[config.mk]
export PLATFORM = sky130hd
export DESIGN_NAME = fiveway_q31demux_regbank
export DESIGN_NICKNAME = d
export VERILOG_FILES = /design/src/rtl/fiveway_q31demux_regbank.sv
export SDC_FILE = /design/constraint.sdc
export NUM_CORES = 1
export LEC_CHECK = 0
export ABC_AREA = 1
export ABC_CLOCK_PERIOD_IN_PS = 10400
export CAP_MARGIN = 20
export CELL_PAD_IN_SITES_DETAIL_PLACEMENT = 0
export CELL_PAD_IN_SITES_GLOBAL_PLACEMENT = 2
export CORE_ASPECT_RATIO = 1.1
export CORE_MARGIN = 5
export CORE_UTILIZATION = 29
export DETAILED_ROUTE_END_ITERATION = 10
export PLACE_DENSITY_LB_ADDON = 0.15
export SETUP_SLACK_MARGIN = 0.3
export SKIP_CTS_REPAIR_TIMING = 1
export SYNTH_ARGS = -nofsm -noshare
export SYNTH_HDL_FRONTEND = slang
export SYNTH_SLANG_ARGS = --single-unit
[constraint.sdc]
create_clock -name clock -period 10.4 [get_ports clock]
set_input_delay 1.04 -clock clock [delete_from_list [all_inputs] [get_ports clock]]
set_output_delay 1.04 -clock clock [all_outputs]
set_load 0.05 [all_outputs]
[src/rtl/fiveway_q31demux_regbank.sv]
// Registered 1-to-5 distributor for Q31 words.
// Direct writes by select, or auto-incrementing bursts that end at out4.
module fiveway_q31demux_regbank #(
    parameter int WIDTH    = 32,
    parameter int NUM_DEST = 5
) (
    input  logic             clock,
    input  logic             reset,
    input  logic [WIDTH-1:0] in,
    input  logic [2:0]       sel,
    input  logic             wr,
    input  logic             burst_start,
    input  logic             clr,
    output logic [WIDTH-1:0] out0,
    output logic [WIDTH-1:0] out1,
    output logic [WIDTH-1:0] out2,
    output logic [WIDTH-1:0] out3,
    output logic [WIDTH-1:0] out4,
    output logic [4:0]       valid,
    output logic             busy,
    output logic             done
);

    typedef enum logic {
        IDLE,
        BURST
    } state_t;

    state_t           state, state_nx;
    logic [2:0]       ptr, ptr_nx;
    logic             done_nx;
    logic             we;
    logic             wipe;
    logic [2:0]       widx;
    logic [WIDTH-1:0] regs [NUM_DEST];

    // Indices above 3 all collapse onto the last register.
    function automatic logic [2:0] dec(input logic [2:0] s);
        return (s > 3'd3) ? 3'd4 : s;
    endfunction

    always_ff @(posedge clock or posedge reset) begin
        if (reset) begin
            state <= IDLE;
            ptr   <= '0;
            done  <= 1'b0;
        end else begin
            state <= state_nx;
            ptr   <= ptr_nx;
            done  <= done_nx;
        end
    end

    always_comb begin
        state_nx = state;
        ptr_nx   = ptr;
        done_nx  = 1'b0;
        we       = 1'b0;
        wipe     = 1'b0;
        widx     = '0;
        priority case (1'b1)
            clr: begin
                wipe     = 1'b1;
                state_nx = IDLE;
                ptr_nx   = '0;
            end
            burst_start: begin
                state_nx = BURST;
                ptr_nx   = dec(sel);
            end
            wr: begin
                we = 1'b1;
                if (state == IDLE) begin
                    widx = dec(sel);
                end else begin
                    widx = ptr;
                    if (ptr == 3'd4) begin
                        state_nx = IDLE;
                        ptr_nx   = '0;
                        done_nx  = 1'b1;
                    end else begin
                        ptr_nx = ptr + 3'd1;
                    end
                end
            end
            default: ;
        endcase
    end

    always_ff @(posedge clock or posedge reset) begin
        if (reset) begin
            for (int k = 0; k < NUM_DEST; k++) regs[k] <= '0;
            valid <= '0;
        end else if (wipe) begin
            for (int k = 0; k < NUM_DEST; k++) regs[k] <= '0;
            valid <= '0;
        end else if (we) begin
            regs[widx]  <= in;
            valid[widx] <= 1'b1;
        end
    end

    assign busy = (state == BURST);
    assign out0 = regs[0];
    assign out1 = regs[1];
    assign out2 = regs[2];
    assign out3 = regs[3];
    assign out4 = regs[4];

endmodule
==> flow_summary.ini, run 1 <==
[status]
status = complete, no violations

[floorplan]
die_area_mm2 = 0.0278
die_w_um = 160
num_io_pins = 207
fp.dieH_um = 174
initial_core_util_pct = 29.3
core_area_mm2 = 0.0243
num_rows = 60

[sta]
fmax_mhz = 206
min_period_ps = 4850
rsz0062_at_grt = false
skew_ps = 13.1
finalSetupViolations = 0
timing.final.max_slew_violations = 0
fin_setup_tns_ps = 0
hold_viol_final = 0
tightestPinTransition_ps = 1050
period_share_pct = 46.7
slew-limit-headroom_pct = 30.1

[synthesis]
ys.flop_type = dfrtp_1
synth_fp_nets = 884
postSynthCellCount = 842
synth_seq_area_share_pct = 59.6
ys_types = 20
async_flop_share_pct = 100
synthesis.area_mm2 = 0.00713
ys_ff_latch = 170
synth_edf_count = 0
syn_avg_cell_area_um2 = 8.47
yosys_warnings = 0

[critical_path]
path_max_fanout = 62
arrival_ps = 5210
reg2reg_from = busy
start_kind = primary input
end_kind = register
startpoint = clr
cp_data_required_time_ps = 10760
critical_path_class = primary input to register

[run]
cap_violations = 0

[clocking]
clk_latency_ps = 430
cts_tree = yes
clk_pin_slew_ps = 60
numCtsBuffers = 17
h-tree-depth = 4
clock-root-buffer = clkbuf_16
cts_num_sinks = 170
cts_buffer_depth = 2

[place]
placed_area_mm2 = 0.00938
dp_hpwl_um = 16000
gp_congestion = 0.748
port_buffers = 206

[routing]
viasPerCell = 4.62
ant_nets = 0
wire_per_inst_um = 18.8
vias = 6196
drtPass1Iterations = 7
first_iter_violations = 396
drt_wl_total_um = 25200
drc = 0

[grt]
antenna_found_initial = 0
grt_max_degree = 73
track_usage_pct = 18.1
grt_pass1_wl_um = 40000
grt_overflow = 0
grt_pass1_vias = 6492

[finish]
drive_gt1_share_pct = 5.14
finish.utilization_pct = 41.1
diodes = 0
final_area_mm2 = 0.0100
fin_nets = 1061
areaGrowthSynthToFinish_pct = 40.3

[min_path]
min_from = out0[30]
min_path_type = register to register

[pwr]
power_leakage_nw = 5.12
peakVddDrop_v = 0.000105
pwr_density_cell_mw_per_mm2 = 161
-- through the flow --
stage	setup slack, ps	std cells	power [mW]	hold slack (ps)
after global routing	5060	1341	1.68	493
after floorplan	4760	842	0.843	543
after global placement	5050	1310	0.942	455
after CTS	5480	1341	1.64	473
final	5550	1341	1.61	470
after detailed placement	5010	1310	0.942	457
-- worst paths after layout --
kind	end	slack [ps]	depth (start not counted)
max	out2[19]	5550	9
min	out0[30]	470	2
max reg2reg	out2[19]	7000	7
min reg2reg	out0[30]	470	2
max in group asynchronous	done	8180	3
min in group asynchronous	out0[13]	950	2
-- critical path: stages --
cell     delay, ps
buf_2          640
inv_4          470
nand2_1        290
nor2_4          60
nand3_2        650
nand3_2        890
inv_2          850
nand2_1        100
nand2_1        100
-- synth_stat cells, types with 4 or more instances --
library cell	n	area [um2]
a21oi_1	5	25.0
buf_1	10	37.5
inv_2	4	15.0
nor2_1	42	158
clkbuf_1	11	41.3
inv_1	43	161
nand2_2	4	25.0
nor2_4	5	56.3
nand3_1	164	821
buf_2	30	150
nand2_1	339	1270
dfrtp_1	170	4250
-- cells in the final DEF, fill, tap and decap left out, drive strengths merged --
master         netlist  layout
buf                 41       5
inv                 47      50
nand4                2       2
clkinvlp             0       4
o21ai                3       3
nand3              166     166
nand2              343     343
a311oi               1       1
clkdlybuf4s50        0     205
nor2                47      47
dfrtp              170     170
bufinv               0       4
clkinv               0       2
clkbuf              11      18
nor3                 2       2
ha                   2       2
o22ai                2       2
a21oi                5       5
-- power by group --
group          total, mW  internal, mW  switching, mW
combinational      0.228        0.0643          0.164
sequential         0.697         0.683         0.0144
clock              0.689         0.404          0.284
-- final cells by class --
class | instances | area [um2]
fill | 2489 | 14300
sequential | 170 | 4250
multi-input combinational | 573 | 2470
timing repair buffer | 210 | 2090
clock buffer | 18 | 429
tap | 310 | 388
clock inverter | 13 | 193
inverter | 47 | 184
-- sequential cells by signal, summed over array words and instances (netlist names) --
register  count
busy          1
done          1
out0         32
out1         32
out2         32
out3         32
out4         32
ptr           3
valid         5
-- cell families (layout without fill, tap and decap cells) --
group                      count (synthesis)  after routing  share of synthesized area [%]
adders and majority gates                  2              2                          0.351
DFF                                      170            170                           59.6
buffers and inverters                     99            288                           5.84
AOI/OAI and AO/OA                         11             11                          0.860
and+or+nand+nor                          560            560                           33.3
-- per-layer routing --
| metal | global-route usage, % | vias up | wire, um |
|---|---|---|---|
| met2 | 29.4 | 176 | 11900 |
| met1 | 23.8 | 2985 | 11400 |
| met3 | 5.26 | 29 | 1550 |
| met4 | 4.73 | 0 | 395 |
| li1 | - | 3006 | - |
| met5 | 0 | - | 0 |
Power figures use the tool's default switching activity.
==> run 2, diff against run 1 <==
--- a/config.mk
+++ b/config.mk
@@ -6,13 +6,13 @@
 export NUM_CORES = 1
 export LEC_CHECK = 0
 export ABC_AREA = 1
-export ABC_CLOCK_PERIOD_IN_PS = 10400
+export ABC_CLOCK_PERIOD_IN_PS = 4100
 export CAP_MARGIN = 20
 export CELL_PAD_IN_SITES_DETAIL_PLACEMENT = 0
 export CELL_PAD_IN_SITES_GLOBAL_PLACEMENT = 2
 export CORE_ASPECT_RATIO = 1.1
 export CORE_MARGIN = 5
-export CORE_UTILIZATION = 29
+export CORE_UTILIZATION = 25
 export DETAILED_ROUTE_END_ITERATION = 10
 export PLACE_DENSITY_LB_ADDON = 0.15
 export SETUP_SLACK_MARGIN = 0.3
==> constraint.sdc (replaced) <==
create_clock -name clock -period 4.1 [get_ports clock]
set_input_delay 0.41 -clock clock [delete_from_list [all_inputs] [get_ports clock]]
set_output_delay 0.41 -clock clock [all_outputs]
set_load 0.05 [all_outputs]
==> flow_summary.ini, run 2 (same netlist as run 1, synthesis figures left out) <==
[grt]
grt_pass1_wl_um = 40600
antenna_found_initial = 0
grt_overflow = 0
grt_max_degree = 105
grt_pass1_vias = 6366
track_usage_pct = 16.5

[sta]
min_period_ps = 2800
finalSetupViolations = 0
period_share_pct = 68.2
fin_setup_tns_ps = 0
fmax_mhz = 357
tightestPinTransition_ps = 1020
slew-limit-headroom_pct = 31.9
timing.final.max_slew_violations = 0
rsz0062_at_grt = false
skew_ps = 19.2
hold_viol_final = 0

[clocking]
h-tree-depth = 4
cts_tree = yes
cts_num_sinks = 170
cts_buffer_depth = 2
clk_latency_ps = 430
clk_pin_slew_ps = 80
numCtsBuffers = 17
clock-root-buffer = clkbuf_16

[finish]
mostFrequentLayoutCell = nand2_1
final_cell_mix = nand2_1, clkdlybuf4s50_1, dfrtp_1, nand3_1
diodes = 0
nFillCells = 2969
areaGrowthSynthToFinish_pct = 41.6
drive_gt1_share_pct = 5.97
fin_nets = 1068

[critical_path]
reg2regPathDepth = 8
r2r_slack_ps = 1450
path_max_fanout = 34
reg2reg_from = busy
worstReg2RegEnd = out2[10]
cp_data_required_time_ps = 4420
start_kind = primary input
end_kind = register
critical_path_class = primary input to register
startpoint = burst_start
arrival_ps = 3110
endpoint = out2[10]

[pwr]
pwr_density_cell_mw_per_mm2 = 393
clkPwrFrac_pct = 40.7
peakVddDrop_v = 0.000194
seq_power_share_pct = 44.5
power_leakage_nw = 5.15
p_int_mw = 2.71
swShare_pct = 31.7
power_frac_comb_pct = 14.8
power_switching_mw = 1.26
power_mw = 3.97

[routing]
ant_nets = 0
first_iter_violations = 406
drt_wl_total_um = 26100
drtPass1Iterations = 4
wire_per_inst_um = 18.6
drc = 0
viasPerCell = 4.38
vias = 6135

[floorplan]
die_w_um = 171
fp.dieH_um = 187
num_rows = 64
die_area_mm2 = 0.0320
core_area_mm2 = 0.0279
initial_core_util_pct = 25.5
num_io_pins = 207

[min_path]
min_path_type = primary input to register

[place]
gp_congestion = 0.758
port_buffers = 206
dp_hpwl_um = 16600

[run]
cap_violations = 0

[status]
status = complete, no violations
## run 2: changes by cell type in the layout (fill, tap and decap cells not counted), moves of 2 or more
cell	before	now
bufinv_16	4	0
buf_4	4	9
inv_6	3	6
clkinv_4	1	4
clkinvlp_4	4	1
clkinv_8	0	2
buf_12	0	2
## run 2: area by class of cell
cell class,instances,area (um2),share of cell area [%]
clock inverters,15,148,1.46
well taps,363,454,4.50
flip-flops and latches,170,4250,42.1
clock buffers,17,425,4.21
repair buffers,217,2160,21.4
multi-input cells,573,2470,24.5
inverters,47,183,1.81
## run 2: worst min path at each step
stage                          end  cells past startpoint  slack (ps)  startpoint
after floorplan           out2[29]                      2         530      in[29]
after global placement     out0[1]                      2         460     out0[1]
after detailed placement  out0[13]                      2         460    out0[13]
after CTS                     done                      4         310         clr
after global routing          done                      4         320         clr
final                         done                      4         330         clr
## run 2: stage by stage
| stage | worst slack (ps) | cell area, um2 | utilization (%) | cells | hold slack [ps] |
|---|---|---|---|---|---|
| 2_1_floorplan | 1520 | 7140 | - | 842 | 527 |
| 3_3_place_gp | 898 | 9530 | 34.1 | 1370 | 455 |
| 3_5_place_dp | 820 | 9530 | 34.1 | 1370 | 458 |
| 4_1_cts | 1270 | 10100 | 36.1 | 1402 | 311 |
| 5_1_grt | 1060 | 10100 | 36.1 | 1402 | 320 |
| 6_report | 1300 | 10100 | 36.1 | 1402 | 332 |
## run 2: power groups by stage
stage,Clock (mW),Combinational [mW],Sequential [mW]
floorplan,0,0.158,1.98
global placement,0,0.602,1.80
detailed placement,0,0.600,1.80
CTS,1.66,0.601,1.77
global route,1.73,0.634,1.77
finish,1.61,0.587,1.77
## run 2: routing by layer
layer	vias up	share of wire, %	track usage (%)
met2	143	48	26.3
met4	0	1.2	3.54
li1	3023	-	-
met5	-	0	0
met1	2950	45	22.4
met3	19	5.7	4.44
## run 2: worst max-delay path, stage by stage
cell             delay, ps
clkdlybuf4s50_1        470
inv_2                  140
nand2_1                110
nor2_4                 150
nand3_2                520
nand3_2                240
buf_4                  420
inv_2                  390
nand2_1                160
nand2_1                 70
==> run 3, diff against run 2 <==
--- a/config.mk
+++ b/config.mk
@@ -6,7 +6,7 @@
 export NUM_CORES = 1
 export LEC_CHECK = 0
 export ABC_AREA = 1
-export ABC_CLOCK_PERIOD_IN_PS = 4100
+export ABC_CLOCK_PERIOD_IN_PS = 2370
 export CAP_MARGIN = 20
 export CELL_PAD_IN_SITES_DETAIL_PLACEMENT = 0
 export CELL_PAD_IN_SITES_GLOBAL_PLACEMENT = 2
==> constraint.sdc (replaced) <==
create_clock -name clock -period 2.37 [get_ports clock]
set_input_delay 0.237 -clock clock [delete_from_list [all_inputs] [get_ports clock]]
set_output_delay 0.237 -clock clock [all_outputs]
set_load 0.05 [all_outputs]
==> flow_summary.ini, run 3 (same netlist as run 1, synthesis figures left out) <==
[sta]
min_period_ps = 1890
fin_ws_ps = 475
hold_ws_ps = 203
timing.final.max_slew_violations = 0
period_share_pct = 80.0
finalSetupViolations = 0
fin_setup_tns_ps = 0
slew-limit-headroom_pct = 55.5
fmax_mhz = 528
hold_viol_final = 0
tightestPinTransition_ps = 667
skew_ps = 16.9
rsz0062_at_grt = false

[floorplan]
die_w_um = 171
num_rows = 64
initial_core_util_pct = 25.5
num_io_pins = 207
die_area_mm2 = 0.0320
fp.dieH_um = 187
core_area_mm2 = 0.0279

[critical_path]
reg2regPathDepth = 9
reg2reg_from = busy
end_kind = primary output
max_stage_delay_ps = 830
startpoint = out2[17]
cp.depth = 1
critical_path_class = register to primary output
endpoint = out2[17]
r2r_slack_ps = 530
start_kind = register
worstReg2RegEnd = out1[12]
path_buf_inv = 1
crit_family = buffers and inverters
arrival_ps = 1660
crit_path_top_delay_cell = clkdlybuf4s50_1
cp_data_required_time_ps = 2130
path_max_fanout = 2
crit_path_cell_trace = clkdlybuf4s50_1

[routing]
drt_wl_total_um = 26100
wl_met3_um = 1480
dr_wl_met2_um = 12800
ant_nets = 0
first_iter_violations = 351
vias = 6191
drtPass1Iterations = 5
viasPerCell = 4.38
wl_met1_um = 11600
topRoutingLayerUsed = met4
drc = 0
wire_per_inst_um = 18.4

[run]
cap_violations = 0

[pwr]
pwr_density_cell_mw_per_mm2 = 669
peakVddDrop_v = 0.000333
power_mw = 6.87
power_leakage_nw = 5.25

[clocking]
h-tree-depth = 4
clock-root-buffer = clkbuf_16
cts_tree = yes
numCtsBuffers = 17
cts_buffer_depth = 2
clk_pin_slew_ps = 80
clk_latency_ps = 430
cts_num_sinks = 170

[finish]
mostFrequentLayoutCell = nand2_1
areaGrowthSynthToFinish_pct = 43.9
drive_gt1_share_pct = 7.13
final_cell_mix = nand2_1, clkdlybuf4s50_1, dfrtp_1, nand3_1
diodes = 0
fin_nets = 1081
finish.utilization_pct = 36.7
nFillCells = 2937
final_area_mm2 = 0.0103
layoutNonFillerInstCount = 1415

[status]
status = complete, no violations

[place]
dp_hpwl_um = 17400
place_ws_ps = 200
port_buffers = 206
place_inst = 1383
gp_congestion = 0.741
placed_area_mm2 = 0.00969

[grt]
antenna_found_initial = 0
grt_pass1_vias = 6523
grt_overflow = 0
grt_max_degree = 133
track_usage_pct = 16.5
grt_pass1_wl_um = 40600

[min_path]
min_path_type = primary input to register
run 3: cell types whose count changed in the layout (fill, tap and decap cells not counted), sizes merged:
cell	change
buf	+13
clkinv	-3
clkdlybuf4s50	-1
dlymetal6s2s	+1
inv	+3
run 3: final cells by class:
class	instances	area, um2	share of cell area, %
Clock buffer	17	425	4.14
Multi-Input combinational cell	573	2480	24.1
Sequential cell	170	4250	41.4
Tap cell	363	454	4.43
Clock inverter	15	141	1.38
Inverter	47	183	1.78
Timing Repair Buffer	230	2330	22.7
run 3: worst min path at each step:
stage,from,to,slack (ps),cells after the start
finish,clr,done,200,4
global route,clr,done,220,4
CTS,clr,done,190,4
detailed placement,out0[25],out0[25],460,2
global placement,out0[27],out0[27],460,2
floorplan,in[29],out2[29],350,2
run 3: power breakdown:
part | internal [mW] | leakage, nW | switching [mW] | total, mW
sequential | 2.99 | 2.34 | 0.0638 | 3.06
clock | 1.40 | 0.284 | 1.37 | 2.78
combinational | 0.308 | 2.62 | 0.721 | 1.03
run 3: routing by layer:
metal	GRT usage, %	vias to the layer above
met5	0	-
met2	27.1	139
met1	21.8	2981
met3	4.40	13
met4	3.32	0
li1	-	3058
==> patch (config.mk and constraints of run 2) <==
The output `done` loses its register stage (`done` becomes a continuous assignment).
--- a/src/rtl/fiveway_q31demux_regbank.sv
+++ b/src/rtl/fiveway_q31demux_regbank.sv
@@ -45,3 +45,2 @@
             ptr   <= '0;
-            done  <= 1'b0;
         end else begin
@@ -49,5 +48,6 @@
             ptr   <= ptr_nx;
-            done  <= done_nx;
         end
     end
+
+    assign done = done_nx;
 
Behaviour: not the same (a bounded check fails within 4 cycles, from zero or initial values and one cycle with reset high).
==> patch against run 2 <==
Design area is 0.64% lower; setup slack improved by 120 ps; total power shrank 0.70%; first-iteration DRC count fell by 7.1%; routed wire length shrank 2.2%; fmax grew 4.5%; largest power group unchanged; synthesized area fell by 0.35%; critical path type is now reg2out; sequential cell count is 1 lower.
==> patch: results (changes against run 2) <==
fill_cells: 2938  # -1.0%
max_slew.worst_pin.slew_ps: 1000  # -15.3 ps
r2r_slack_ps: 1570  # +120 ps
synthAdderAreaFrac: 0.00352  # +0.0000124
globalplace.congestion: 0.775  # +2.2%
grt_pass1_wl_um: 39900  # -1.8%
wirelength_um: 25500  # -2.2%
use_met1: 0.212  # -0.0123
use_met3: 0.0505  # +0.00613
ir_drop_v: 0.000189  # -2.7%
dp_hpwl_um: 16100  # -3.0%
grt_max_degree: 170  # +62%
dp_slack_ps: 933  # +114 ps
drive_gt1_frac: 0.0570  # -0.00267
detail_route.iter0.violations: 377  # -7.1%
grt_pass1_vias: 6288  # -1.2%
synth_compound_area_frac: 0.00863  # +0.0000303
crit_path_max_fanout: 4  # -88%
setup_ws_ps: 1420  # +122 ps
syn_nets: 883  # -0.11%
viasPerCell: 4.42  # +1.1%
status: "completed"
holdCritPathClass: "reg2reg"
synth_area_leaders: "dfrtp_1, nand2_1, nand3_1, inv_1, nor2_1"
antenna_found_initial: 0  # unchanged
dp_cells: 1366  # -0.29%
vias: 6183  # +0.78%
clk_pin_slew_ps: 70
synth.yosys.seq_area_share: 0.595  # -0.00142
use_met2: 0.266  # +0.00226
cp_data_arrival_time_ps: 2270  # -840 ps
startpoint: "ptr[0]"
grt_use_total: 0.162  # -0.00239
synth_common_cells: "nand2_1, dfrtp_1, nand3_1"
finClkSkew_ps: 10.7  # -8.52 ps
r2r-end: "out2[21]"
finalNetCount: 1064  # -0.37%
==> patch: changes by cell type after synthesis, sizes merged <==
cell,delta
dfrtp,-1
==> patch: layout make-up <==
class	count	area [um^2]	area share
Timing Repair Buffer	214	2130	0.212
Sequential cell	169	4230	0.421
Clock inverter	15	143	0.0142
Inverter	47	183	0.0182
Tap cell	363	454	0.0453
Multi-Input combinational cell	573	2470	0.246
Clock buffer	17	425	0.0424
==> patch: per-layer routing <==
metal | vias to the layer above | part of all wire
li1 | 3012 | -
met1 | 3010 | 0.45
met2 | 148 | 0.48
met3 | 13 | 0.068
met4 | 0 | 0.0074
met5 | - | 0
==> patch: logic make-up (layout without fill, tap and decap cells) <==
kind of cell    after synthesis  in the layout
simple gates                560            560
flops                       169            169
buf+inv                      99            293
compound gates               11             11
fa+ha+maj                     2              2
==> patch: worst min path at each step <==
| stage | cells past startpoint | end | startpoint | slack, ps |
|---|---|---|---|---|
| floorplan | 2 | out2[29] | in[29] | 530 |
| CTS | 2 | out0[13] | out0[13] | 480 |
| finish | 2 | out0[13] | out0[13] | 470 |
| detailed placement | 2 | out0[13] | out0[13] | 460 |
| global placement | 2 | out0[2] | out0[2] | 450 |
| global route | 2 | out0[29] | out0[29] | 500 |
==> patch: worst max-delay path: stages, from the launching register on <==
cell             delay [ps]
dfrtp_1                 380
inv_1                   130
ha_1                    190
nand2_1                 100
nor3_1                  200
clkdlybuf4s50_1         830
==> patch: power breakdown <==
group | switching, W | internal [W] | leakage, nW
clock network | 0.000748 | 0.000850 | 0.280
registers | 0.0000341 | 0.00172 | 2.33
logic | 0.000418 | 0.000166 | 2.51
==> patch: through the flow <==
stage                     area, um^2  total power (W)
after global placement          9470          0.00239
after floorplan                 7110          0.00213
after global routing           10000          0.00411
final                          10000          0.00394
after detailed placement        9470          0.00238
after CTS                      10000          0.00400
